**src/rtl/lift_pkg.sv**
```systemverilog
// Shared encodings for the SCAN elevator controller: motor codes, FSM states,
// travel direction and the per-floor request reduction flags.
package lift_pkg;
  localparam logic [1:0] UP   = 2'b00;
  localparam logic [1:0] DOWN = 2'b01;
  localparam logic [1:0] STAY = 2'b10;

  typedef enum logic [1:0] {IDLE, MOVE, DOOR} state_t;
  typedef enum logic {DIR_UP = 1'b0, DIR_DN = 1'b1} dir_t;

  typedef struct packed {
    logic above;
    logic below;
    logic car_at;
    logic up_at;
    logic dn_at;
  } req_flags_t;

  function automatic dir_t dir_flip(input dir_t d);
    return (d == DIR_UP) ? DIR_DN : DIR_UP;
  endfunction

  function automatic logic [1:0] dir_motor(input dir_t d);
    return (d == DIR_UP) ? UP : DOWN;
  endfunction
endpackage

```
**src/rtl/lift_req_bank.sv**
```systemverilog
// Pending hall-up/hall-down/car request registers with set suppression at the
// open door and above/below/at-floor reductions relative to a query floor.
module lift_req_bank
  import lift_pkg::*;
#(
  parameter  int FLOORS = 4,
  localparam int FLR_W  = $clog2(FLOORS)
) (
  input  logic              clk,
  input  logic              rst,
  input  logic [FLOORS-1:0] hall_up_req,
  input  logic [FLOORS-1:0] hall_dn_req,
  input  logic [FLOORS-1:0] car_req,
  input  logic              door,
  input  dir_t              dir,
  input  logic [FLR_W-1:0]  qfloor,
  input  logic [FLOORS-1:0] clr_up,
  input  logic [FLOORS-1:0] clr_dn,
  input  logic [FLOORS-1:0] clr_car,
  output logic [FLOORS-1:0] pend_up,
  output logic [FLOORS-1:0] pend_dn,
  output logic [FLOORS-1:0] pend_car,
  output req_flags_t        flags,
  output logic              hold_hit
);
  localparam logic [FLOORS-1:0] UP_OK = {1'b0, {(FLOORS-1){1'b1}}};
  localparam logic [FLOORS-1:0] DN_OK = {{(FLOORS-1){1'b1}}, 1'b0};

  logic [FLOORS-1:0] f_oh, any_p, hu, hd, sup_up, sup_dn, sup_car;

  assign f_oh    = {{(FLOORS-1){1'b0}}, 1'b1} << qfloor;
  assign hu      = hall_up_req & UP_OK;
  assign hd      = hall_dn_req & DN_OK;
  // While the door is open, calls the open car already serves are absorbed.
  assign sup_car = door ? f_oh : '0;
  assign sup_up  = (door && dir == DIR_UP) ? f_oh : '0;
  assign sup_dn  = (door && dir == DIR_DN) ? f_oh : '0;
  assign hold_hit = |((hu & sup_up) | (hd & sup_dn) | (car_req & sup_car));

  always_ff @(posedge clk or posedge rst) begin
    if (rst) begin
      pend_up  <= '0;
      pend_dn  <= '0;
      pend_car <= '0;
    end else begin
      pend_up  <= (pend_up  | (hu & ~sup_up))       & ~clr_up;
      pend_dn  <= (pend_dn  | (hd & ~sup_dn))       & ~clr_dn;
      pend_car <= (pend_car | (car_req & ~sup_car)) & ~clr_car;
    end
  end

  assign any_p = pend_up | pend_dn | pend_car;

  always_comb begin
    flags        = '0;
    flags.car_at = |(pend_car & f_oh);
    flags.up_at  = |(pend_up & f_oh);
    flags.dn_at  = |(pend_dn & f_oh);
    for (int i = 0; i < FLOORS; i++) begin
      if (i > int'(qfloor)) flags.above = flags.above | any_p[i];
      if (i < int'(qfloor)) flags.below = flags.below | any_p[i];
    end
  end
endmodule

```
**src/rtl/lift_ctrl_scan.sv**
```systemverilog
// N-floor SCAN elevator controller: IDLE/MOVE/DOOR FSM with travel and dwell
// timers, driving motor direction and door from latched requests.
module lift_ctrl_scan
  import lift_pkg::*;
#(
  parameter  int FLOORS     = 4,
  parameter  int TRAVEL_CYC = 4,
  parameter  int DOOR_CYC   = 3,
  localparam int FLR_W      = $clog2(FLOORS)
) (
  input  logic              clk,
  input  logic              rst,
  input  logic [FLOORS-1:0] hall_up_req,
  input  logic [FLOORS-1:0] hall_dn_req,
  input  logic [FLOORS-1:0] car_req,
  output logic [1:0]        motor,
  output logic              door_open,
  output logic [FLR_W-1:0]  floor,
  output logic [FLOORS-1:0] pend_up,
  output logic [FLOORS-1:0] pend_dn,
  output logic [FLOORS-1:0] pend_car,
  output logic              busy
);
  localparam int TC_W = (TRAVEL_CYC > 1) ? $clog2(TRAVEL_CYC) : 1;
  localparam int DC_W = (DOOR_CYC > 1) ? $clog2(DOOR_CYC) : 1;
  localparam logic [TC_W-1:0]  T_LOAD = TC_W'(TRAVEL_CYC - 1);
  localparam logic [DC_W-1:0]  D_LOAD = DC_W'(DOOR_CYC - 1);
  localparam logic [TC_W-1:0]  T_ONE  = TC_W'(1);
  localparam logic [DC_W-1:0]  D_ONE  = DC_W'(1);
  localparam logic [FLR_W-1:0] F_ONE  = FLR_W'(1);

  state_t            state;
  dir_t              dir, stop_dir, door_dir;
  logic [TC_W-1:0]   tcnt;
  logic [DC_W-1:0]   dcnt;
  logic [FLR_W-1:0]  qfloor;
  logic [FLOORS-1:0] q_oh, clr_up, clr_dn, clr_car;
  req_flags_t        fl;
  logic              hold_hit, ahead, behind, at_any, arrive_stop, door_enter, c_up, c_dn;

  lift_req_bank #(.FLOORS(FLOORS)) u_bank (
    .clk         (clk),
    .rst         (rst),
    .hall_up_req (hall_up_req),
    .hall_dn_req (hall_dn_req),
    .car_req     (car_req),
    .door        (state == DOOR),
    .dir         (dir),
    .qfloor      (qfloor),
    .clr_up      (clr_up),
    .clr_dn      (clr_dn),
    .clr_car     (clr_car),
    .pend_up     (pend_up),
    .pend_dn     (pend_dn),
    .pend_car    (pend_car),
    .flags       (fl),
    .hold_hit    (hold_hit)
  );

  // In MOVE the flags are evaluated at the floor being arrived at.
  always_comb begin
    qfloor = floor;
    if (state == MOVE) qfloor = (dir == DIR_UP) ? floor + F_ONE : floor - F_ONE;
  end

  always_comb begin
    ahead       = (dir == DIR_UP) ? fl.above : fl.below;
    behind      = (dir == DIR_UP) ? fl.below : fl.above;
    at_any      = fl.car_at | fl.up_at | fl.dn_at;
    arrive_stop = fl.car_at | ((dir == DIR_UP) ? fl.up_at : fl.dn_at) | !ahead;
    stop_dir    = (state == MOVE && !ahead) ? dir_flip(dir) : dir;
    door_dir    = stop_dir;
    c_up        = 1'b0;
    c_dn        = 1'b0;
    if (stop_dir == DIR_UP) begin
      if (fl.up_at) c_up = 1'b1;
      else if (fl.dn_at) begin c_dn = 1'b1; door_dir = DIR_DN; end
    end else begin
      if (fl.dn_at) c_dn = 1'b1;
      else if (fl.up_at) begin c_up = 1'b1; door_dir = DIR_UP; end
    end
    door_enter = (state == IDLE && at_any) ||
                 (state == MOVE && tcnt == '0 && arrive_stop);
    q_oh    = {{(FLOORS-1){1'b0}}, 1'b1} << qfloor;
    clr_car = door_enter ? q_oh : '0;
    clr_up  = (door_enter && c_up) ? q_oh : '0;
    clr_dn  = (door_enter && c_dn) ? q_oh : '0;
  end

  always_ff @(posedge clk or posedge rst) begin
    if (rst) begin
      state     <= IDLE;
      dir       <= DIR_UP;
      floor     <= '0;
      tcnt      <= '0;
      dcnt      <= '0;
      motor     <= STAY;
      door_open <= 1'b0;
    end else begin
      case (state)
        IDLE: begin
          if (at_any) begin
            state <= DOOR; dir <= door_dir; dcnt <= D_LOAD; door_open <= 1'b1; motor <= STAY;
          end else if (ahead) begin
            state <= MOVE; tcnt <= T_LOAD; motor <= dir_motor(dir);
          end else if (behind) begin
            state <= MOVE; tcnt <= T_LOAD; dir <= dir_flip(dir); motor <= dir_motor(dir_flip(dir));
          end
        end
        MOVE: begin
          if (tcnt == '0) begin
            floor <= qfloor;
            if (arrive_stop) begin
              state <= DOOR; dir <= door_dir; dcnt <= D_LOAD; door_open <= 1'b1; motor <= STAY;
            end else begin
              tcnt <= T_LOAD;
            end
          end else begin
            tcnt <= tcnt - T_ONE;
          end
        end
        DOOR: begin
          if (hold_hit) dcnt <= D_LOAD;
          else if (dcnt == '0) begin state <= IDLE; door_open <= 1'b0; end
          else dcnt <= dcnt - D_ONE;
        end
        default: begin
          state <= IDLE; motor <= STAY; door_open <= 1'b0;
        end
      endcase
    end
  end

  assign busy = (state != IDLE) || (|{pend_up, pend_dn, pend_car});
endmodule
```
**config.mk**
```make
export PLATFORM = sky130hd
export DESIGN_NAME = lift_ctrl_scan
export DESIGN_NICKNAME = d
export VERILOG_FILES = /design/src/rtl/lift_pkg.sv /design/src/rtl/lift_req_bank.sv /design/src/rtl/lift_ctrl_scan.sv
export SDC_FILE = /design/constraint.sdc
export NUM_CORES = 1
export LEC_CHECK = 0
export ABC_AREA = 1
export CAP_MARGIN = 20
export CORE_UTILIZATION = 29
export CTS_BUF_LIST = sky130_fd_sc_hd__clkbuf_8
export DETAILED_ROUTE_END_ITERATION = 10
export PLACE_DENSITY = 0.52
export SLEW_MARGIN = 25
export SYNTH_ARGS = -nofsm -noshare
export SYNTH_HDL_FRONTEND = slang
export SYNTH_HIERARCHICAL = 1
export SYNTH_SLANG_ARGS = --single-unit
```
**constraint.sdc**
```tcl
create_clock -name clk -period 2.2 [get_ports clk]
set_input_delay 0.44 -clock clk [delete_from_list [all_inputs] [get_ports clk]]
set_output_delay 0.44 -clock clk [all_outputs]
set_load 0.02 [all_outputs]
```
==> flow_summary.json <==
{
  "outcome": "finished with violations",
  "failed_checks": "setup timing",
  "grt_pass1_wl_mm": 9.02,
  "avgSynthCellArea_sq_um": 6.44,
  "ys_ff_latch": 24,
  "synth.distinct_cells": 25,
  "reg2reg_setup_slack_ns": -0.10,
  "hold_path.class": "flop to flop",
  "cts_tree": "done",
  "first_pass_iters": 4,
  "setup_slack_ns": -0.103,
  "r2r-start": "state[1]",
  "fin_skew_ns": 0.00249,
  "avgRoutedWirePerCell_um": 13.4,
  "finalInstanceArea_sq_um": 2780,
  "synth_cells": 275,
  "syn-num-nets": 291,
  "dieArea_sq_um": 6430,
  "layout_commonest_cell": "nand2_1",
  "via_per_inst": 4.81,
  "insertion_delay_ns": 0.27,
  "crit_path_start_kind": "flop",
  "drt_wl_total_mm": 5.70,
  "drc": 0,
  "path_clk_slew_ns": 0.09,
  "finalPower_uw": 3820,
  "ios": 32,
  "dpl.hpwl_mm": 4.33,
  "p_leak_uw": 0.00138,
  "r2r_cells": 17,
  "drive_gt1_share_pct": 33.9,
  "fmax_ghz": 0.434,
  "powerDensity_nw_per_um2": 1380,
  "vias": 2050,
  "r2r-end": "tcnt[0]",
  "dp.cells": 416,
  "endpoint_kind": "flop",
  "clk_path_buf_depth": 2,
  "cap_violations": 0,
  "hold_depth": 2,
  "whs_endpoint": "tcnt[1]",
  "die_h_um": 80.2,
  "grt-ovfl-total": 0,
  "ant_nets": 0,
  "critPathArrivalTime_ns": 2.47,
  "hold_viol_final": 0,
  "min_period_ns": 2.30,
  "worstMarginPinSlew_ns": 0.518,
  "crit_required_ns": 2.36,
  "globalplace.congestion": 0.896,
  "syn_to_final_growth_pct": 56.6,
  "finalCritPeriodShare_pct": 105,
  "finalSetupViolations": 20,
  "placed_cell_area_sq_um": 2510,
  "rows": 28,
  "cp_max_fo": 7,
  "synth.cell_area_sq_um": 1770,
  "rsz0062_at_grt": "yes",
  "core_region_area_sq_um": 5920,
  "grt_max_degree": 14,
  "max_slew_margin_pct": 65.4,
  "yosysWarnings": 6,
  "n_antenna_cell": 0,
  "final_cells": 426,
  "cts_made_buffers": 3,
  "h-tree-depth": 1,
  "fin_nets": 368,
  "ir_worst_vdd_mv": 0.625,
  "grt_usage_pct": 18.3,
  "cts_sinks": 24,
  "portBuffers": 29,
  "drv_slew": 0,
  "fin_setup_tns_ns": -1.25,
  "critPathKind": "flop to flop",
  "grt_antenna_before_repair": 0,
  "drt_iter0_drc": 85,
  "synth_seq_area_share_pct": 34.0,
  "final_cell_mix": "nand2_1 (68), buf_4 (42), inv_1 (40)",
  "initial_core_util_pct": 29.9,
  "hold_start": "tcnt[1]",
  "cts_root_buf": "clkbuf_8",
  "dieWidth_um": 80.2,
  "grt_pass1_vias": 1901
}
[power breakdown]
group	total (uW)	leakage, uW	switching (uW)	internal, uW
clock	272	0.0000269	147	125
combinational	2850	0.00108	1650	1200
sequential	696	0.000268	111	585
total	3820	0.00138	1910	1910
[repair_timing]
action | CTS | global route
gates resized for setup | 20 | 31
buffers inserted | 6 | 0
hold buffers | 0 | 0
setup endpoints to repair | 23 | 22
endpoints found under the hold margin | 0 | 0
pin swaps | 10 | 12
[layout make-up]
class / instances / area, sq um
fillers: 623 / 3150
multi-input cells: 201 / 1210
repair buffers: 73 / 627
flip-flops and latches: 24 / 602
inverters: 49 / 196
well taps: 75 / 93.8
clock buffers: 3 / 41.3
clock inverters: 1 / 3.75
[kinds of logic (layout without fill, tap and decap cells)]
logic type	after synthesis	in the layout	share of synthesized area, %
simple gates	167	167	43.5
buf+inv	50	126	11.0
compound gates	32	32	10.1
flops	24	24	34.0
fa+ha+maj	2	2	1.41
[cell usage after synthesis (all sizes together)]
master / count / share of area (%)
o21ai: 16 / 4.7
nand2: 93 / 21
nand4: 4 / 2.3
nand3: 27 / 8.8
o211ai: 1 / 0.42
a21oi: 11 / 3.1
o2111ai: 3 / 1.5
dfrtp: 23 / 32
dfstp: 1 / 1.5
nor3: 2 / 0.56
inv: 49 / 10
o22ai: 1 / 0.35
nor4: 3 / 1.1
ha: 2 / 1.4
nor2: 38 / 9.9
buf: 1 / 0.64
[per-layer routing]
metal  wire (um)  GRT usage [%]  share of wire (%)
met1        2730           26.7                 48
met2        2480           28.1                 44
met3         397           2.27                7.0
met4          85           5.18                1.5
met5           0              0                  0
[per-stage QoR]
stage	setup slack (ns)	util, %	hold WS, ns
after floorplan	0.00215	-	0.304
after global placement	-0.130	42.4	0.457
after detailed placement	-0.124	42.4	0.463
after CTS	-0.100	45.0	0.484
after global routing	-0.265	46.9	0.510
final	-0.103	46.9	0.478
[critical path, cell delays in order, from the launching register on]
cell and delay (ns):
dfrtp_1 0.43, nor2_4 0.23, nand3_2 0.12, nand2_4 0.11
nand2_8 0.10, nor2_4 0.17, nand2_1 0.08, nand3_1 0.09
nand2_1 0.05, inv_1 0.06, inv_1 0.05, nand2_1 0.10
nand2_4 0.08, o21ai_4 0.18, buf_4 0.16, nand3_4 0.07
nand2_1 0.07, nand2_1 0.05
[worst max-delay path by stage]
stage | startpoint | endpoint | slack (ns) | cells past startpoint
final | state[1] | tcnt[0] | -0.10 | 17
after floorplan | dir | u_bank/pend_up[1] | 0.002 | 16
after global placement | state[1] | u_bank/pend_car[2] | -0.13 | 15
after CTS | state[0] | u_bank/pend_car[2] | -0.10 | 14
after detailed placement | state[1] | u_bank/pend_dn[2] | -0.12 | 15
after global routing | state[1] | tcnt[0] | -0.26 | 13
[sequential cells by signal (all words and copies together), names as in the netlist]
name	count
u_bank/pend_up	4
tcnt	2
u_bank/pend_dn	4
dir	1
door_open	1
u_bank/pend_car	4
floor	2
dcnt	2
motor	2
state	2
Power figures use the tool's default switching activity.
